<file path="config.mk">
export PLATFORM = sky130hd
export DESIGN_NAME = sme_feeder_flat
export DESIGN_NICKNAME = d
export VERILOG_FILES = /design/src/rtl/sme_feeder_if.sv /design/src/rtl/sme_feeder.sv /design/src/flat_wrapper.sv
export SDC_FILE = /design/constraint.sdc
export NUM_CORES = 1
export LEC_CHECK = 0
export CORE_ASPECT_RATIO = 0.8
export CORE_MARGIN = 8
export CORE_UTILIZATION = 43
export CTS_CLUSTER_DIAMETER = 80
export DETAILED_ROUTE_END_ITERATION = 12
export PLACE_DENSITY = 0.61
export SETUP_SLACK_MARGIN = 0.02
export SLEW_MARGIN = 20
export SYNTH_ARGS = -nofsm -noshare
export SYNTH_HDL_FRONTEND = slang
export SYNTH_SLANG_ARGS = --single-unit
</file>
<file path="constraint.sdc">
create_clock -name clk -period 4.9 [get_ports clk]
set_input_delay 0.735 -clock clk [delete_from_list [all_inputs] [get_ports clk]]
set_output_delay 0.735 -clock clk [all_outputs]
set_load 0.03 [all_outputs]
</file>
<file path="src/rtl/sme_feeder_if.sv">
// ----------------------------------------------------------------------------
// sme_feeder_if
// Host-side bundle of the string-matching feeder.
//   Byte channel (host -> feeder, valid/ready):
//     in_valid, in_ready, in_data[7:0], in_kind (0 string / 1 pattern), in_last
//   Result channel (feeder -> host, 1-cycle strobe):
//     res_valid, res_match, res_index[4:0], res_err, res_job[3:0]
// Modports: master = host side, slave = feeder side.
// ----------------------------------------------------------------------------
interface sme_feeder_if;
  logic       in_valid;
  logic       in_ready;
  logic [7:0] in_data;
  logic       in_kind;
  logic       in_last;

  logic       res_valid;
  logic       res_match;
  logic [4:0] res_index;
  logic       res_err;
  logic [3:0] res_job;

  modport master (
    output in_valid, in_data, in_kind, in_last,
    input  in_ready,
    input  res_valid, res_match, res_index, res_err, res_job
  );

  modport slave (
    input  in_valid, in_data, in_kind, in_last,
    output in_ready,
    output res_valid, res_match, res_index, res_err, res_job
  );
endinterface

</file>
<file path="src/rtl/sme_feeder.sv">
// ----------------------------------------------------------------------------
// sme_feeder
// Upstream framing stage for the string-matching engine. Collects one string
// and one pattern from the host, replays them to the engine as back-to-back
// bursts, waits for the engine's result strobe (or a timeout) and returns a
// tagged result to the host. One job in flight at a time.
// Ports:
//   clk        rising-edge clock
//   reset      asynchronous, active-low reset
//   host       sme_feeder_if.slave : byte channel in, result channel out
//   chardata   byte to engine (registered)
//   isstring   chardata is a string char (registered)
//   ispattern  chardata is a pattern char (registered)
//   sme_valid  engine result strobe, only honoured while waiting
//   sme_match  engine match flag
//   sme_index  engine match index
// ----------------------------------------------------------------------------
module sme_feeder #(
  parameter int STR_MAX = 32,
  parameter int PAT_MAX = 8,
  parameter int TIMEOUT = 1024
) (
  input  logic              clk,
  input  logic              reset,
  sme_feeder_if.slave       host,
  output logic [7:0]        chardata,
  output logic              isstring,
  output logic              ispattern,
  input  logic              sme_valid,
  input  logic              sme_match,
  input  logic [4:0]        sme_index
);

  localparam int SCW = $clog2(STR_MAX + 1);  // string count width
  localparam int SIW = $clog2(STR_MAX);      // string address width
  localparam int PCW = $clog2(PAT_MAX + 1);  // pattern count width
  localparam int PIW = $clog2(PAT_MAX);      // pattern address width
  localparam int IW  = (SCW > PCW) ? SCW : PCW;
  localparam int TW  = $clog2(TIMEOUT);

  typedef enum logic [2:0] {
    COLLECT,
    SEND_STR,
    SEND_PAT,
    WAIT,
    REPORT
  } state_t;

  state_t state_q, state_d;

  logic [SCW-1:0] str_cnt_q, str_cnt_d;
  logic [PCW-1:0] pat_cnt_q, pat_cnt_d;
  logic [IW-1:0]  idx_q, idx_d;
  logic [TW-1:0]  timer_q, timer_d;
  logic           err_q, err_d;
  logic           new_str_q, new_str_d;
  logic           pat_seen_q, pat_seen_d;
  logic [3:0]     job_q, job_d;

  logic           in_ready_q, in_ready_d;
  logic [7:0]     chardata_q, chardata_d;
  logic           isstring_q, isstring_d;
  logic           ispattern_q, ispattern_d;
  logic           res_valid_q, res_valid_d;
  logic           res_match_q, res_match_d;
  logic [4:0]     res_index_q, res_index_d;
  logic           res_err_q, res_err_d;
  logic [3:0]     res_job_q, res_job_d;

  logic           accept;
  logic           str_we;
  logic           pat_we;

  logic [7:0]     str_buf [STR_MAX];
  logic [7:0]     pat_buf [PAT_MAX];

  // Buffer storage: written at the current fill count, no reset needed.
  always_ff @(posedge clk) begin
    if (str_we) str_buf[str_cnt_q[SIW-1:0]] <= host.in_data;
    if (pat_we) pat_buf[pat_cnt_q[PIW-1:0]] <= host.in_data;
  end

  always_comb begin
    state_d     = state_q;
    str_cnt_d   = str_cnt_q;
    pat_cnt_d   = pat_cnt_q;
    idx_d       = idx_q;
    timer_d     = '0;
    err_d       = err_q;
    new_str_d   = new_str_q;
    pat_seen_d  = pat_seen_q;
    job_d       = job_q;
    res_valid_d = 1'b0;
    res_match_d = res_match_q;
    res_index_d = res_index_q;
    res_err_d   = res_err_q;
    res_job_d   = res_job_q;
    str_we      = 1'b0;
    pat_we      = 1'b0;
    accept      = host.in_valid & in_ready_q;

    case (state_q)
      COLLECT: begin
        if (accept) begin
          if (!host.in_kind) begin
            // String bytes once a pattern has started, or beyond capacity,
            // are dropped and poison the job.
            if (pat_seen_q || (str_cnt_q == SCW'(STR_MAX))) begin
              err_d = 1'b1;
            end else begin
              str_we    = 1'b1;
              str_cnt_d = str_cnt_q + SCW'(1);
              new_str_d = 1'b1;
            end
          end else begin
            if (pat_cnt_q == PCW'(PAT_MAX)) begin
              err_d = 1'b1;
            end else begin
              pat_we    = 1'b1;
              pat_cnt_d = pat_cnt_q + PCW'(1);
            end
            pat_seen_d = 1'b1;
            if (host.in_last) begin
              idx_d = '0;
              // Empty segments are skipped so the bursts stay gap-free.
              if (new_str_q)               state_d = SEND_STR;
              else if (pat_cnt_d != '0)    state_d = SEND_PAT;
              else                         state_d = WAIT;
            end
          end
        end
      end

      SEND_STR: begin
        if (IW'(str_cnt_q) <= idx_q + IW'(1)) begin
          idx_d   = '0;
          state_d = (pat_cnt_q != '0) ? SEND_PAT : WAIT;
        end else begin
          idx_d = idx_q + IW'(1);
        end
      end

      SEND_PAT: begin
        if (IW'(pat_cnt_q) <= idx_q + IW'(1)) begin
          idx_d   = '0;
          state_d = WAIT;
        end else begin
          idx_d = idx_q + IW'(1);
        end
      end

      WAIT: begin
        timer_d = timer_q + TW'(1);
        if (sme_valid) begin
          state_d     = REPORT;
          res_valid_d = 1'b1;
          res_match_d = sme_match;
          res_index_d = sme_match ? sme_index : 5'd0;
          res_err_d   = err_q;
          res_job_d   = job_q;
        end else if (timer_q == TW'(TIMEOUT - 1)) begin
          state_d     = REPORT;
          res_valid_d = 1'b1;
          res_match_d = 1'b0;
          res_index_d = 5'd0;
          res_err_d   = 1'b1;
          res_job_d   = job_q;
        end
      end

      REPORT: begin
        state_d    = COLLECT;
        job_d      = job_q + 4'd1;
        pat_cnt_d  = '0;
        err_d      = 1'b0;
        new_str_d  = 1'b0;
        pat_seen_d = 1'b0;
        // The string bytes remain in the buffer so a pattern-only job can
        // tell the engine to reuse them.
        if (new_str_q) str_cnt_d = '0;
      end

      default: state_d = COLLECT;
    endcase
  end

  // Registered outputs are derived from the next state so the first engine
  // byte leaves on the edge right after the launching byte is taken.
  always_comb begin
    in_ready_d  = (state_d == COLLECT);
    isstring_d  = (state_d == SEND_STR);
    ispattern_d = (state_d == SEND_PAT);
    chardata_d  = 8'd0;
    if (state_d == SEND_STR) begin
      chardata_d = str_buf[idx_d[SIW-1:0]];
    end else if (state_d == SEND_PAT) begin
      // A one-byte pattern launched without a string is being written on
      // this very edge; forward it instead of reading the stale entry.
      if (pat_we && (idx_d == IW'(pat_cnt_q))) chardata_d = host.in_data;
      else                                     chardata_d = pat_buf[idx_d[PIW-1:0]];
    end
  end

  always_ff @(posedge clk or negedge reset) begin
    if (!reset) begin
      state_q     <= COLLECT;
      str_cnt_q   <= '0;
      pat_cnt_q   <= '0;
      idx_q       <= '0;
      timer_q     <= '0;
      err_q       <= 1'b0;
      new_str_q   <= 1'b0;
      pat_seen_q  <= 1'b0;
      job_q       <= 4'd0;
      in_ready_q  <= 1'b0;
      chardata_q  <= 8'd0;
      isstring_q  <= 1'b0;
      ispattern_q <= 1'b0;
      res_valid_q <= 1'b0;
      res_match_q <= 1'b0;
      res_index_q <= 5'd0;
      res_err_q   <= 1'b0;
      res_job_q   <= 4'd0;
    end else begin
      state_q     <= state_d;
      str_cnt_q   <= str_cnt_d;
      pat_cnt_q   <= pat_cnt_d;
      idx_q       <= idx_d;
      timer_q     <= timer_d;
      err_q       <= err_d;
      new_str_q   <= new_str_d;
      pat_seen_q  <= pat_seen_d;
      job_q       <= job_d;
      in_ready_q  <= in_ready_d;
      chardata_q  <= chardata_d;
      isstring_q  <= isstring_d;
      ispattern_q <= ispattern_d;
      res_valid_q <= res_valid_d;
      res_match_q <= res_match_d;
      res_index_q <= res_index_d;
      res_err_q   <= res_err_d;
      res_job_q   <= res_job_d;
    end
  end

  assign host.in_ready  = in_ready_q;
  assign host.res_valid = res_valid_q;
  assign host.res_match = res_match_q;
  assign host.res_index = res_index_q;
  assign host.res_err   = res_err_q;
  assign host.res_job   = res_job_q;
  assign chardata       = chardata_q;
  assign isstring       = isstring_q;
  assign ispattern      = ispattern_q;

endmodule

</file>
<file path="src/flat_wrapper.sv">
// flat-port wrapper written by rule: the top's interface ports become plain ports
module sme_feeder_flat 
#(
  parameter int STR_MAX = 32,
  parameter int PAT_MAX = 8,
  parameter int TIMEOUT = 1024
)
  (clk, reset, chardata, isstring, ispattern, sme_valid, sme_match, sme_index, host_in_valid, host_in_data, host_in_kind, host_in_last, host_in_ready, host_res_valid, host_res_match, host_res_index, host_res_err, host_res_job);
  sme_feeder_if host_i ();
  input  logic clk;
  input  logic reset;
  output logic [7:0] chardata;
  output logic isstring;
  output logic ispattern;
  input  logic sme_valid;
  input  logic sme_match;
  input  logic [4:0] sme_index;
  input wire logic [$bits(host_i.in_valid)-1:0] host_in_valid;
  input wire logic [$bits(host_i.in_data)-1:0] host_in_data;
  input wire logic [$bits(host_i.in_kind)-1:0] host_in_kind;
  input wire logic [$bits(host_i.in_last)-1:0] host_in_last;
  output wire logic [$bits(host_i.in_ready)-1:0] host_in_ready;
  output wire logic [$bits(host_i.res_valid)-1:0] host_res_valid;
  output wire logic [$bits(host_i.res_match)-1:0] host_res_match;
  output wire logic [$bits(host_i.res_index)-1:0] host_res_index;
  output wire logic [$bits(host_i.res_err)-1:0] host_res_err;
  output wire logic [$bits(host_i.res_job)-1:0] host_res_job;
  assign host_i.in_valid = host_in_valid;
  assign host_i.in_data = host_in_data;
  assign host_i.in_kind = host_in_kind;
  assign host_i.in_last = host_in_last;
  assign host_in_ready = host_i.in_ready;
  assign host_res_valid = host_i.res_valid;
  assign host_res_match = host_i.res_match;
  assign host_res_index = host_i.res_index;
  assign host_res_err = host_i.res_err;
  assign host_res_job = host_i.res_job;
  sme_feeder #(.STR_MAX(STR_MAX), .PAT_MAX(PAT_MAX), .TIMEOUT(TIMEOUT)) u_core (.clk(clk), .reset(reset), .host(host_i), .chardata(chardata), .isstring(isstring), .ispattern(ispattern), .sme_valid(sme_valid), .sme_match(sme_match), .sme_index(sme_index));
endmodule
</file>
Yosys cells after proc, flatten, opt, wreduce, memory -nomap -nowiden
Memories as Yosys holds them, arrays and structs flattened.
Cells that the tools add are included.
Operators by class
  order comparisons: 2
  reduce and logical (&&, ||, !) cells: 13
  $add $sub $neg: 5
  eq/ne operators: 17
  multiplexer cells: 69
  bitwise logic cells: 1
Operators with widths (count)
  2-to-1 mux 6 bit: 9
  2-to-1 mux 4 bit: 8
  2-to-1 mux 1 bit: 30
  2-to-1 mux 3 bit: 8
  2-to-1 mux 8 bit: 3
  case mux 6 bit (3 select lines): 1
  2-to-1 mux 5 bit: 3
  adder 6 x 1 -> 6 bit (second input constant): 2
  case mux 3 bit (4 select lines): 1
  case mux 6 bit (2 select lines): 1
  adder 10 x 1 -> 10 bit (second input constant): 1
  == test 10 bit (second input constant): 1
  2-to-1 mux 10 bit: 1
  == test 3 x 2 -> 1 bit (second input constant): 3
  adder 4 x 1 -> 4 bit (second input constant): 2
  case mux 4 bit (2 select lines): 1
  AND reduction 4 bit: 2
  nonzero test 4 bit: 2
  == test 3 x 1 -> 1 bit (second input constant): 2
  == test 6 x 4 -> 1 bit: 1
  == test 6 bit (second input constant): 1
  <= comparator 4 x 6 -> 1 bit: 1
  <= comparator 6 bit: 1
  logical NOT 3 bit: 2
  other kinds (13): 20
Storage, ports and cells
  memory bits (writable): 320
  memories: 2
  flip-flop bits (word level): 59
Memories
  u_core.str_buf: words 32, bits a word 8, read ports 1, clocked after memory_dff 0, write ports 1, RTL line sme_feeder.sv:74  | logic [7:0] str_buf [STR_MAX];
  u_core.pat_buf: words 8, bits a word 8, read ports 1, clocked after memory_dff 0, write ports 1, RTL line sme_feeder.sv:75  | logic [7:0] pat_buf [PAT_MAX];

Depth between registers and ports, before layout
  depth in word-level cells: 15
  mapped depth: 16
  mapped depth without buffers: 14

Least setup slack after synthesis
No wires, ideal clock.
  path type: flip-flop to flip-flop
  start: reg u_core.idx_q[1]
  end: reg u_core.chardata_q[0], in the netlist u_core.chardata[0]
  setup time: 122 ps
  stages on the path, launching flop included: 15
  arrival time: 3357 ps
  clock period less this slack: 3479 ps
  setup slack: 1421 ps
  data required time: 4778 ps
  path through: dfrtp_1 ha_1 xnor2_1 ha_1 a21oi_1 a32oi_1 maj3_1 a32o_1 a41oi_4 xnor2_1 a2111oi_2 and2_1 buf_2 or3_1 a32o_1
On the way
  longest elaborated chain between the ends: 9
  elaborated cells between the ends (all ways): 21
RTL lines
  start: declaration: RTL line sme_feeder.sv:53  | logic [IW-1:0] idx_q, idx_d;
  start signal: assignment: RTL line sme_feeder.sv:228  | idx_q <= idx_d;
  parallel branches: the longest is 8 deep, another holds memory read (8 x 8 bit)
  2-to-1 mux 8 bit *: RTL line sme_feeder.sv:194  | if (state_d == SEND_STR) begin
  via u_core.chardata_d[0]: RTL line sme_feeder.sv:61  | logic [7:0] chardata_q, chardata_d;
  end signal: assignment: RTL line sme_feeder.sv:235  | chardata_q <= chardata_d;
  end: declaration: RTL line sme_feeder.sv:61
Mark *: on every way through the listed nets, which the timed path passes.
A chain may end at the register's enable or synchronous reset.

Worst setup path after layout
  start: reg u_core.idx_q[0]
  end: reg u_core.chardata_q[5], in the netlist u_core.chardata[5]
Same word-level chain as after synthesis.

==> flow_summary.json <==
{
  "cp_top_family": "compound AO/OA/AOI/OAI gates",
  "syn_nets": 1297,
  "io_pins": 43,
  "hp-class": "primary input to asynchronous set/reset pin",
  "ys_seq_area_frac": 0.680,
  "cts_sinks": 379,
  "multi_input_comb_area_um2": 4780,
  "htreeDepth": 2,
  "area_growth_pct": 12.2,
  "routed_wl_um": 44400,
  "ys_warn_count": 0,
  "leakagePower_nw": 6.27,
  "start_util": 0.438,
  "fillers": 3250,
  "synthArstFlopShare": 0.156,
  "peakVddDrop_mv": 0.537,
  "dp_cells": 1720,
  "r2r-end": "u_core.chardata[5]$_DFF_PN0_",
  "cpPeakStageDelay_ns": 0.50,
  "cts_hold_buf": 0,
  "cp_num_buf_inv": 1,
  "place_hpwl_um": 27300,
  "path_max_fanout": 116,
  "rr_worst_depth": 14,
  "syn_inst": 1262,
  "start_kind": "flop",
  "fmax_ghz": 0.226,
  "die_x_um": 234,
  "synth_seq_cells": 379,
  "routedWlPerCell_um": 24.8,
  "grt_pass1_wl_um": 67300,
  "dieHeight_um": 190,
  "worst_slew_pin_slew_ns": 1.12,
  "relSlewSlack": 0.249,
  "first_pass_iters": 5,
  "row_count": 63,
  "viasPerCell": 6.07,
  "grt_max_degree": 117,
  "fp.dieArea_um2": 44400,
  "crit_type": "flop to flop",
  "post_cts_buffers": 0,
  "gp_congestion": 0.860,
  "hold_violations": 0,
  "remaining_drc_errors": 0,
  "drive_above_1_share": 0.0807,
  "clk_path_buf_depth": 3,
  "vias": 10850,
  "cp_data_arrival_time_ns": 4.86,
  "cts_resized": 0,
  "antennaDiodeCount": 0,
  "avgSynthCellArea_um2": 12.9,
  "fin_crit_ns": 4.43,
  "worstSetupEndpointType": "flop",
  "cp.required_ns": 5.33,
  "antenna_left": 0,
  "ff2ff_setup_slack_ns": 0.47,
  "synth_cell_types": 75,
  "outcome": "finished, final reports clean",
  "grt_overflow": 0,
  "nNetsFinal": 1308,
  "skew_ns": 0.0206,
  "finalCritPeriodShare": 0.904,
  "crit_chain": "ha_1 > xnor2_1 > ha_1 > a21oi_1 > a32oi_1 > maj3_1 > a31oi_1 > o21ai_4 > buf_12 > and3_1 > a211oi_1 > a311oi_1 > or3_1 > a32o_1",
  "grt_pass1_vias": 10498,
  "path_clk_slew_ns": 0.07,
  "netlist_area_um2": 16300,
  "synth_flop_cell": "edfxtp_1",
  "tns_ns": 0,
  "regArea_um2": 11100,
  "crit_slowest_cell": "dfrtp_1",
  "insertion_delay_ns": 0.55,
  "antenna_found_initial": 0,
  "finalMaxSlewViolations": 0,
  "drtIter0Drc": 1269,
  "setup_viol": 0,
  "cts_buffers": 38,
  "cp_common_cell": "ha_1",
  "io_buffer_count": 42,
  "stdcell_count": 1788,
  "rsz0062_at_grt": "false",
  "p_per_area_nw_per_um2": 669,
  "placeableCoreArea_um2": 37200,
  "track_usage": 0.198,
  "synth_edf_count": 320,
  "r2r-start": "u_core.idx_q[0]$_DFF_PN0_",
  "cts-root-buf": "clkbuf_16",
  "maxCapViolCount": 0,
  "cts_tree": "done"
}
-- layer usage --
metal / track usage / routed length (µm)
met5: 0 / 0
met4: 0.0537 / 928
met3: 0.0499 / 3990
met2: 0.285 / 19300
met1: 0.295 / 20100
-- report_power, final --
group | switching, W | total (W) | internal (W)
Clock | 0.00120 | 0.00268 | 0.00147
Combinational | 0.00374 | 0.00567 | 0.00193
Sequential | 0.000218 | 0.00389 | 0.00368
-- cell families (layout without fill, tap and decap cells) --
| logic type | count (synthesis) | count (layout) | share of synthesized area |
|---|---|---|---|
| flops | 379 | 379 | 0.680 |
| simple gates | 377 | 377 | 0.112 |
| compound gates | 348 | 348 | 0.151 |
| buf+inv | 113 | 152 | 0.0289 |
| xor+xnor | 25 | 25 | 0.0134 |
| fa+ha+maj | 17 | 17 | 0.0127 |
| mux | 3 | 3 | 0.00192 |
-- state kept, by name, indices dropped and copies added (netlist names), 5 cells and up --
signal and cells:
u_core.chardata 8, u_core.str_cnt_q 6, u_core.host.res_index 5, u_core.pat_buf 64
u_core.timer_q 10, u_core.str_buf 256, u_core.idx_q 6
-- through the flow --
step           total power, W   util  hold slack, ns  setup slack, ns  area (µm²)
4_1_cts                0.0122  0.491           0.392            0.515       18300
5_1_grt                0.0129  0.491           0.438            0.303       18300
6_report               0.0122  0.491           0.379            0.468       18300
3_5_place_dp          0.00953  0.462           0.459            0.545       17200
3_3_place_gp          0.00948  0.461           0.449            0.573       17200
2_1_floorplan         0.00767      -           0.433             1.42       16300
-- cells in the final DEF, fill, tap and decap left out, drive strengths merged, types with 15 or more instances in the layout --
master         count
a211oi            46
a21oi             34
a22oi             23
a311oi            17
a31o              21
a31oi             48
and3              60
buf               27
clkbuf            54
clkdlybuf4s50     34
dfrtp             59
edfxtp           320
ha                15
inv               24
nand2            135
nand3             58
nor2              68
o21ai             78
xnor2             15
-- Yosys cell counts (3+ instances only) --
cell type | n | share of area
edfxtp_1 | 320 | 0.59
nand2_1 | 134 | 0.031
o21ai_0 | 71 | 0.022
nor2_1 | 66 | 0.015
and3_1 | 60 | 0.023
dfrtp_1 | 59 | 0.091
nand3_1 | 57 | 0.017
clkbuf_1 | 52 | 0.012
a31oi_1 | 48 | 0.018
a211oi_1 | 46 | 0.021
buf_2 | 35 | 0.011
a21oi_1 | 33 | 0.010
a22oi_1 | 23 | 0.011
a311oi_1 | 17 | 0.0091
a31o_1 | 17 | 0.0091
inv_1 | 17 | 0.0039
ha_1 | 15 | 0.012
xnor2_1 | 15 | 0.0081
xor2_1 | 10 | 0.0054
a32oi_1 | 9 | 0.0048
nor3_1 | 9 | 0.0028
or3_1 | 9 | 0.0035
a22o_1 | 8 | 0.0043
a32o_1 | 8 | 0.0049
a211o_1 | 7 | 0.0038
a21o_1 | 7 | 0.0032
a221oi_1 | 7 | 0.0038
o221ai_1 | 7 | 0.0038
or2_0 | 7 | 0.0027
and2_1 | 6 | 0.0023
inv_2 | 5 | 0.0012
nand4_1 | 5 | 0.0019
a31o_2 | 4 | 0.0021
and3b_1 | 4 | 0.0021
o21ai_1 | 4 | 0.0012
a2111oi_0 | 3 | 0.0016
a41oi_1 | 3 | 0.0016
nand2b_1 | 3 | 0.0012
nor4_1 | 3 | 0.0012
o21a_1 | 3 | 0.0014
-- worst max path at each step --
stage	startpoint	end	slack [ns]	cells past startpoint
2_1_floorplan	u_core.idx_q[1]$_DFF_PN0_	u_core.chardata[0]$_DFF_PN0_	1.42	14
3_3_place_gp	u_core.idx_q[0]$_DFF_PN0_	u_core.chardata[0]$_DFF_PN0_	0.57	14
3_5_place_dp	u_core.idx_q[0]$_DFF_PN0_	u_core.chardata[4]$_DFF_PN0_	0.54	14
4_1_cts	u_core.idx_q[0]$_DFF_PN0_	u_core.chardata[4]$_DFF_PN0_	0.51	14
5_1_grt	u_core.idx_q[0]$_DFF_PN0_	u_core.chardata[3]$_DFF_PN0_	0.30	14
6_report	u_core.idx_q[0]$_DFF_PN0_	u_core.chardata[5]$_DFF_PN0_	0.47	14
-- area by class of cell --
type | instances | area share
timing repair buffer | 61 | 0.0334
inverter | 23 | 0.00472
sequential | 379 | 0.606
clock buffer | 54 | 0.0564
clock inverter | 14 | 0.00458
tap | 487 | 0.0333
multi-input combinational | 770 | 0.261
-- worst register-to-register path: stages, from the launching register on --
cell,delay [ns]
dfrtp_1,0.50
ha_1,0.32
xnor2_1,0.24
ha_1,0.31
a21oi_1,0.17
a32oi_1,0.08
maj3_1,0.42
a31oi_1,0.31
o21ai_4,0.14
buf_12,0.26
and3_1,0.35
a211oi_1,0.40
a311oi_1,0.09
or3_1,0.46
a32o_1,0.29
Power figures use the tool's default switching activity.
